--- config.mk ---
export PLATFORM = sky130hd
export DESIGN_NAME = sync_fifo_lvl
export DESIGN_NICKNAME = d
export VERILOG_FILES = /design/src/rtl/sync_fifo_lvl.sv
export SDC_FILE = /design/constraint.sdc
export NUM_CORES = 1
export LEC_CHECK = 0
export BUFFER_PORTS_ARGS = -buffer_cell sky130_fd_sc_hd__buf_2
export CAP_MARGIN = 20
export CORE_MARGIN = 3
export CORE_UTILIZATION = 55
export CTS_CLUSTER_SIZE = 12
export DETAILED_ROUTE_END_ITERATION = 12
export GPL_ROUTABILITY_DRIVEN = 0
export PLACE_DENSITY_LB_ADDON = 0.2
export SLEW_MARGIN = 20
export SYNTH_ARGS = -nofsm -noshare
export SYNTH_HDL_FRONTEND = slang
export SYNTH_SLANG_ARGS = --single-unit
--- constraint.sdc ---
create_clock -name i_clk -period 3 [get_ports i_clk]
set_input_delay 0.15 -clock i_clk [delete_from_list [all_inputs] [get_ports i_clk]]
set_output_delay 0.15 -clock i_clk [all_outputs]
set_load 0.05 [all_outputs]
--- src/rtl/sync_fifo_lvl.sv ---
// Single-clock FIFO with fill level, almost-full/almost-empty thresholds,
// synchronous flush, sticky overflow/underflow flags and selectable
// first-word-fall-through read mode.
// Optional build macro SYNC_FIFO_PARITY_EN adds even parity per entry and o_perr.
module sync_fifo_lvl #(
  parameter int unsigned DSIZE     = 8,
  parameter int unsigned ASIZE     = 4,
  parameter int unsigned FWFT      = 0,
  parameter int unsigned AFULL_TH  = 12,
  parameter int unsigned AEMPTY_TH = 2
) (
  input  logic             i_clk,
  input  logic             i_rst_n,
  input  logic             i_clr,
  input  logic             i_wr,
  input  logic [DSIZE-1:0] i_wdata,
  input  logic             i_rd,
  output logic [DSIZE-1:0] o_rdata,
  output logic             o_wfull,
  output logic             o_rempty,
  output logic             o_almost_full,
  output logic             o_almost_empty,
  output logic [ASIZE:0]   o_count,
  output logic             o_overflow,
`ifdef SYNC_FIFO_PARITY_EN
  output logic             o_underflow,
  output logic             o_perr
`else
  output logic             o_underflow
`endif
);

  localparam int unsigned DEPTH = 1 << ASIZE;
  localparam int unsigned PW    = ASIZE + 1;
`ifdef SYNC_FIFO_PARITY_EN
  localparam int unsigned MW    = DSIZE + 1;
`else
  localparam int unsigned MW    = DSIZE;
`endif

  logic [MW-1:0]    mem_q [DEPTH];
  logic [PW-1:0]    wptr_q, wptr_d;
  logic [PW-1:0]    rptr_q, rptr_d;
  logic [PW-1:0]    count_q, count_d;
  logic [DSIZE-1:0] rdata_q, rdata_d;
  logic             wfull_q, wfull_d;
  logic             rempty_q, rempty_d;
  logic             afull_q, afull_d;
  logic             aempty_q, aempty_d;
  logic             ovf_q, ovf_d;
  logic             unf_q, unf_d;
  logic             wr_ok_c, rd_ok_c;
  logic             bypass_c;
  logic [MW-1:0]    wword_c;
  logic [MW-1:0]    mem_rd_c;
`ifdef SYNC_FIFO_PARITY_EN
  logic             perr_q, perr_d;
`endif

  // Entry written into memory: data, plus even parity bit when enabled
`ifdef SYNC_FIFO_PARITY_EN
  assign wword_c = {^i_wdata, i_wdata};
`else
  assign wword_c = i_wdata;
`endif

  // Acceptance qualified by registered flags; a flush swallows both requests
  assign wr_ok_c = i_wr & ~wfull_q  & ~i_clr;
  assign rd_ok_c = i_rd & ~rempty_q & ~i_clr;

  // Next-state for pointers, level, flags and read data
  always_comb begin
    wptr_d   = wptr_q;
    rptr_d   = rptr_q;
    count_d  = count_q;
    rdata_d  = rdata_q;
    ovf_d    = ovf_q;
    unf_d    = unf_q;
    bypass_c = 1'b0;
    mem_rd_c = '0;
`ifdef SYNC_FIFO_PARITY_EN
    perr_d   = 1'b0;
`endif

    if (i_clr) begin
      wptr_d  = '0;
      rptr_d  = '0;
      count_d = '0;
      ovf_d   = 1'b0;
      unf_d   = 1'b0;
      if (FWFT != 0) rdata_d = '0;
    end else begin
      if (wr_ok_c) wptr_d = wptr_q + PW'(1);
      if (rd_ok_c) rptr_d = rptr_q + PW'(1);
      case ({wr_ok_c, rd_ok_c})
        2'b10:   count_d = count_q + PW'(1);
        2'b01:   count_d = count_q - PW'(1);
        default: count_d = count_q;
      endcase
      ovf_d = ovf_q | (i_wr & wfull_q);
      unf_d = unf_q | (i_rd & rempty_q);

      if (FWFT == 0) begin
        // Registered read: capture the popped head on an accepted read
        mem_rd_c = mem_q[rptr_q[ASIZE-1:0]];
        if (rd_ok_c) rdata_d = mem_rd_c[DSIZE-1:0];
`ifdef SYNC_FIFO_PARITY_EN
        perr_d = rd_ok_c & (^mem_rd_c);
`endif
      end else begin
        // Fall-through: preload the next head; forward the incoming word
        // when it lands in the slot that becomes the head this edge
        bypass_c = wr_ok_c & (rptr_d[ASIZE-1:0] == wptr_q[ASIZE-1:0]);
        mem_rd_c = bypass_c ? wword_c : mem_q[rptr_d[ASIZE-1:0]];
        rdata_d  = (count_d == '0) ? '0 : mem_rd_c[DSIZE-1:0];
`ifdef SYNC_FIFO_PARITY_EN
        perr_d = (count_d != '0) & (^mem_rd_c);
`endif
      end
    end

    wfull_d  = (count_d == PW'(DEPTH));
    rempty_d = (count_d == '0);
    afull_d  = (count_d >= PW'(AFULL_TH));
    aempty_d = (count_d <= PW'(AEMPTY_TH));
  end

  // State and registered outputs
  always_ff @(posedge i_clk or negedge i_rst_n) begin
    if (!i_rst_n) begin
      wptr_q   <= '0;
      rptr_q   <= '0;
      count_q  <= '0;
      rdata_q  <= '0;
      wfull_q  <= 1'b0;
      rempty_q <= 1'b1;
      afull_q  <= 1'b0;
      aempty_q <= 1'b1;
      ovf_q    <= 1'b0;
      unf_q    <= 1'b0;
`ifdef SYNC_FIFO_PARITY_EN
      perr_q   <= 1'b0;
`endif
    end else begin
      wptr_q   <= wptr_d;
      rptr_q   <= rptr_d;
      count_q  <= count_d;
      rdata_q  <= rdata_d;
      wfull_q  <= wfull_d;
      rempty_q <= rempty_d;
      afull_q  <= afull_d;
      aempty_q <= aempty_d;
      ovf_q    <= ovf_d;
      unf_q    <= unf_d;
`ifdef SYNC_FIFO_PARITY_EN
      perr_q   <= perr_d;
`endif
    end
  end

  // Storage array; contents are intentionally not reset
  always_ff @(posedge i_clk) begin
    if (wr_ok_c) mem_q[wptr_q[ASIZE-1:0]] <= wword_c;
  end

  assign o_rdata        = rdata_q;
  assign o_wfull        = wfull_q;
  assign o_rempty       = rempty_q;
  assign o_almost_full  = afull_q;
  assign o_almost_empty = aempty_q;
  assign o_count        = count_q;
  assign o_overflow     = ovf_q;
  assign o_underflow    = unf_q;
`ifdef SYNC_FIFO_PARITY_EN
  // Fall-through mode flags the head word during its pop cycle
  assign o_perr = (FWFT == 0) ? perr_q : (perr_q & rd_ok_c);
`endif

endmodule

==> results_tabular.tex <==
\begin{tabular}{lr}
\hline
Metric & Value \\
\hline
\multicolumn{2}{l}{\textbf{Synthesis}} \\
Post-synthesis async set-or-reset flop share & 0.174 \\
Post-synth top area share & 0.603 \\
Number of different library cells in the post-synthesis netlist & 39 \\
Net count of the mapped netlist & 370 \\
Top flip-flop cell by instance count after synthesis & edfxtp\_1 \\
Commonest cells post-synth & 128 x edfxtp\_1, 25 x dfrtp\_1, 24 x mux4\_2 \\
Synth area leaders & edfxtp\_1 60\%, dfrtp\_1 9.8\%, mux4\_2 8.5\% \\
Cell type with the highest aggregate area in the netlist & edfxtp\_1 \\
Flip-flop and latch count after synthesis & 155 \\
Synthesized instance count & $\sim$350 \\
EDFF count, synth & 128 \\
Number of warnings issued by yosys & 0 \\
Synthesized cell area & approximately 6400 um2 \\
Share of synthesized area occupied by flip-flops and latches & 0.709 \\
Avg Inst Size Synth & 18.3 um2 \\
Most common cell in the netlist & edfxtp\_1 \\
\multicolumn{2}{l}{\textbf{Global routing}} \\
Antenna violations before repair & 0 \\
Remaining global-route overflow & 0 \\
Wire length of the first global-routing pass & slightly below 20000 um \\
Global Route Usage Sum & 0.208 \\
Pin count of the biggest net entering global routing & 28 \\
Vias in the first global route & approximately 3400 \\
\multicolumn{2}{l}{\textbf{Pwr}} \\
Switching part of the total power & 0.263 \\
Clock network power share & 0.364 \\
Cell-internal power & roughly 3900 uW \\
Logic gate share of total power & 0.154 \\
PD cells & 718 nW/um2 \\
Peak ir drop on the vdd network & 725 uV \\
Relative contribution of sequential cells to total power & 0.483 \\
Power dissipated by switching net loads & around 1400 uW \\
Cell leakage power & 0.00251 uW \\
\multicolumn{2}{l}{\textbf{Critical path}} \\
Cell-by-cell trace of the critical path & nor2b\_1 > nand2b\_1 > ha\_2 > xor2\_1 > ha\_2 > nor2b\_1 > o32ai\_1 > mux2\_2 > a21oi\_2 > and4\_1 \\
Crit. End Element & flip-flop \\
CP required & 3360 ps \\
Highest net fanout along the worst path & 7 \\
Type of element launching the critical path & flip-flop \\
Highest-delay cell along the critical path & dfrtp\_1 \\
Buffers \& Inverters on Critical Path & 0 \\
Largest stage delay, worst path & 410 ps \\
Kind of cell with the highest combined delay on the critical path & simple AND/OR/NAND/NOR gates \\
Critical path type & reg2reg \\
CP arrival & 3050 ps \\
\multicolumn{2}{l}{\textbf{Final layout}} \\
Fraction of final layout cells sized beyond drive strength 1 & 0.267 \\
Diode insertion count for antenna repair & 0 \\
Layout filler cell count & 761 \\
Area Overhead vs Synth & 14.1\% \\
Fin nets & 416 \\
Final instance area & 7280 um2 \\
\multicolumn{2}{l}{\textbf{Detailed routing}} \\
Post-detailed-route wirelength per cell & between 20 and 25 um \\
DRC violations left & 0 \\
1st-pass router iterations & 4 \\
Iter 0 DRT Violations & $\sim$250 \\
Antenna Nets Post-Route & 0 \\
Total length of routed wires & around 12000 um \\
Total via count in the routed design & 3265 \\
Via-per-instance ratio & between 5 and 6 \\
\multicolumn{2}{l}{\textbf{Timing}} \\
Rel. slew slack & 0.483 \\
Number of failing hold endpoints at the final stage & 0 \\
Setup Viol. Count Final & 0 \\
Final Skew & 4.38 ps \\
Final Worst Setup Slack & 312 ps \\
Minimum period implied by the final worst setup slack & around 2700 ps \\
Pin slew with the least headroom to its limit & 773 ps \\
Worst hold slack after final layout & 60.7 ps \\
Post-route setup TNS & 0 ps \\
RSZ-0062 raised after global routing & no \\
Peak Freq & 372 MHz \\
Final period utilization & 0.896 \\
Max-slew violation total from the final report & 0 \\
\multicolumn{2}{l}{\textbf{Run}} \\
Max Cap Violations & 0 \\
\multicolumn{2}{l}{\textbf{Clocking}} \\
Clock sink total & roughly 160 \\
CTS H-tree depth & 4 \\
Number of buffers on the longest clock path & 2 \\
CTS tree & built \\
Number of buffers created by CTS & 17 \\
Clock Root Buffer & clkbuf\_16 \\
Number of instances resized during post-cts repair & 0 \\
Register clock-pin slew on the reported worst setup and hold paths & roughly 60 ps \\
Insertion delay to the later sink of the worst-skew pair & roughly 420 ps \\
\multicolumn{2}{l}{\textbf{Floorplan}} \\
Die height & between 100 and 150 um \\
Standard-cell rows & 38 \\
Top-Level Pins & 32 \\
Initial cell density of the core & 0.576 \\
Placeable core region & between 10000 and 15000 um2 \\
Die Span X & 114 um \\
Die area & 12900 um2 \\
\multicolumn{2}{l}{\textbf{Placed design}} \\
Detailed Place HPWL & 7600 um \\
Input/output buffers & 31 \\
Worst slack at placement & 339 ps \\
Placement-stage cell area & slightly below 7000 um2 \\
\multicolumn{2}{l}{\textbf{Status}} \\
Outcome & complete, no violations \\
\multicolumn{2}{l}{\textbf{Worst hold path}} \\
Worst Hold Class & in2reg \\
\hline
\end{tabular}
worst register-to-register path, stage by stage (launching register included):
cell and delay (ps):
dfrtp_1 410, nor2b_1 170, nand2b_1 180, ha_2 260, xor2_1 170, ha_2 220, nor2b_1 130, o32ai_1 280
mux2_2 390, a21oi_2 210, and4_1 210
through the flow:
| stage | util | cells | power (uW) |
|---|---|---|---|
| after CTS | 0.657 | 548 | 5280 |
| after global placement | 0.608 | 513 | 3360 |
| after detailed placement | 0.608 | 513 | 3380 |
| after floorplan | - | 349 | 3160 |
| after global routing | 0.657 | 548 | 5440 |
| final | 0.657 | 548 | 5230 |
layer usage:
layer | wire, um | part of all wire | vias up | global-route usage
li1 | - | - | 1473 | -
met1 | 5300 | 0.44 | 1679 | 0.292
met2 | 5890 | 0.49 | 94 | 0.314
met3 | 745 | 0.062 | 19 | 0.0525
met4 | 180 | 0.015 | 0 | 0.0905
met5 | 0 | 0 | - | 0
timing repair:
item	CTS	global route
hold buffers	3	0
hold endpoints to repair	27	0
buffers inserted	0	0
registers in the layout (all words and copies together), names as in the netlist, 4 cells and up:
name / cells
o_count: 5
rptr_q: 4
wptr_q: 4
o_rdata: 8
mem_q: 128
path summary, 6_finish.rpt:
check / startpoint / end / slack [ps] / cells past startpoint
min reg2reg: o_overflow / o_overflow / 490 / 2
min: i_clr / rptr_q[2] / 60 / 2
max: o_wfull / o_wfull / 310 / 10
max reg2reg: o_wfull / o_wfull / 310 / 10
min in group asynchronous: i_rst_n / o_wfull / 300 / 2
max in group asynchronous: i_rst_n / rptr_q[0] / 2230 / 2
cell families (layout without fill, tap and decap cells):
family	Yosys count	count (layout)	share of synthesized area
xor gates and xnor gates	10	10	0.0137
AOI/OAI and AO/OA	26	26	0.0304
and+or+nand+nor	75	75	0.0616
muxes	52	52	0.151
buffers and inverters	23	82	0.0186
adders and majority gates	8	8	0.0157
DFF	155	155	0.709
cells in the final DEF, fill, tap and decap left out, drive strengths merged, types with 3 or more instances in the layout:
cell type	count
mux2i	10
a221o	8
nor2b	4
and2	14
o21ai	5
nand2	5
clkbuf	22
buf	42
mux2	10
nor2	23
clkinv	7
edfxtp	128
nor3	11
xor2	5
xnor2	5
dlygate4sd3	3
nand2b	6
inv	5
a21oi	8
mux4	32
ha	8
dfrtp	25
nand3b	3
layout make-up:
cell class | instances | area, um2 | share of cell area
well taps | 140 | 175 | 0.0241
flip-flops and latches | 155 | 4520 | 0.621
multi-input cells | 171 | 1750 | 0.240
clock inverters | 10 | 76.3 | 0.0105
inverters | 5 | 18.8 | 0.00258
clock buffers | 22 | 444 | 0.0610
repair buffers | 45 | 293 | 0.0402
power groups by stage:
stage	clock network (uW)	registers (uW)	logic, uW
2_1_floorplan	0	2800	366
3_3_place_gp	0	2560	796
3_5_place_dp	0	2570	807
4_1_cts	1940	2530	815
5_1_grt	2040	2540	864
6_report	1900	2520	804
(Power assumes the default switching activity.)
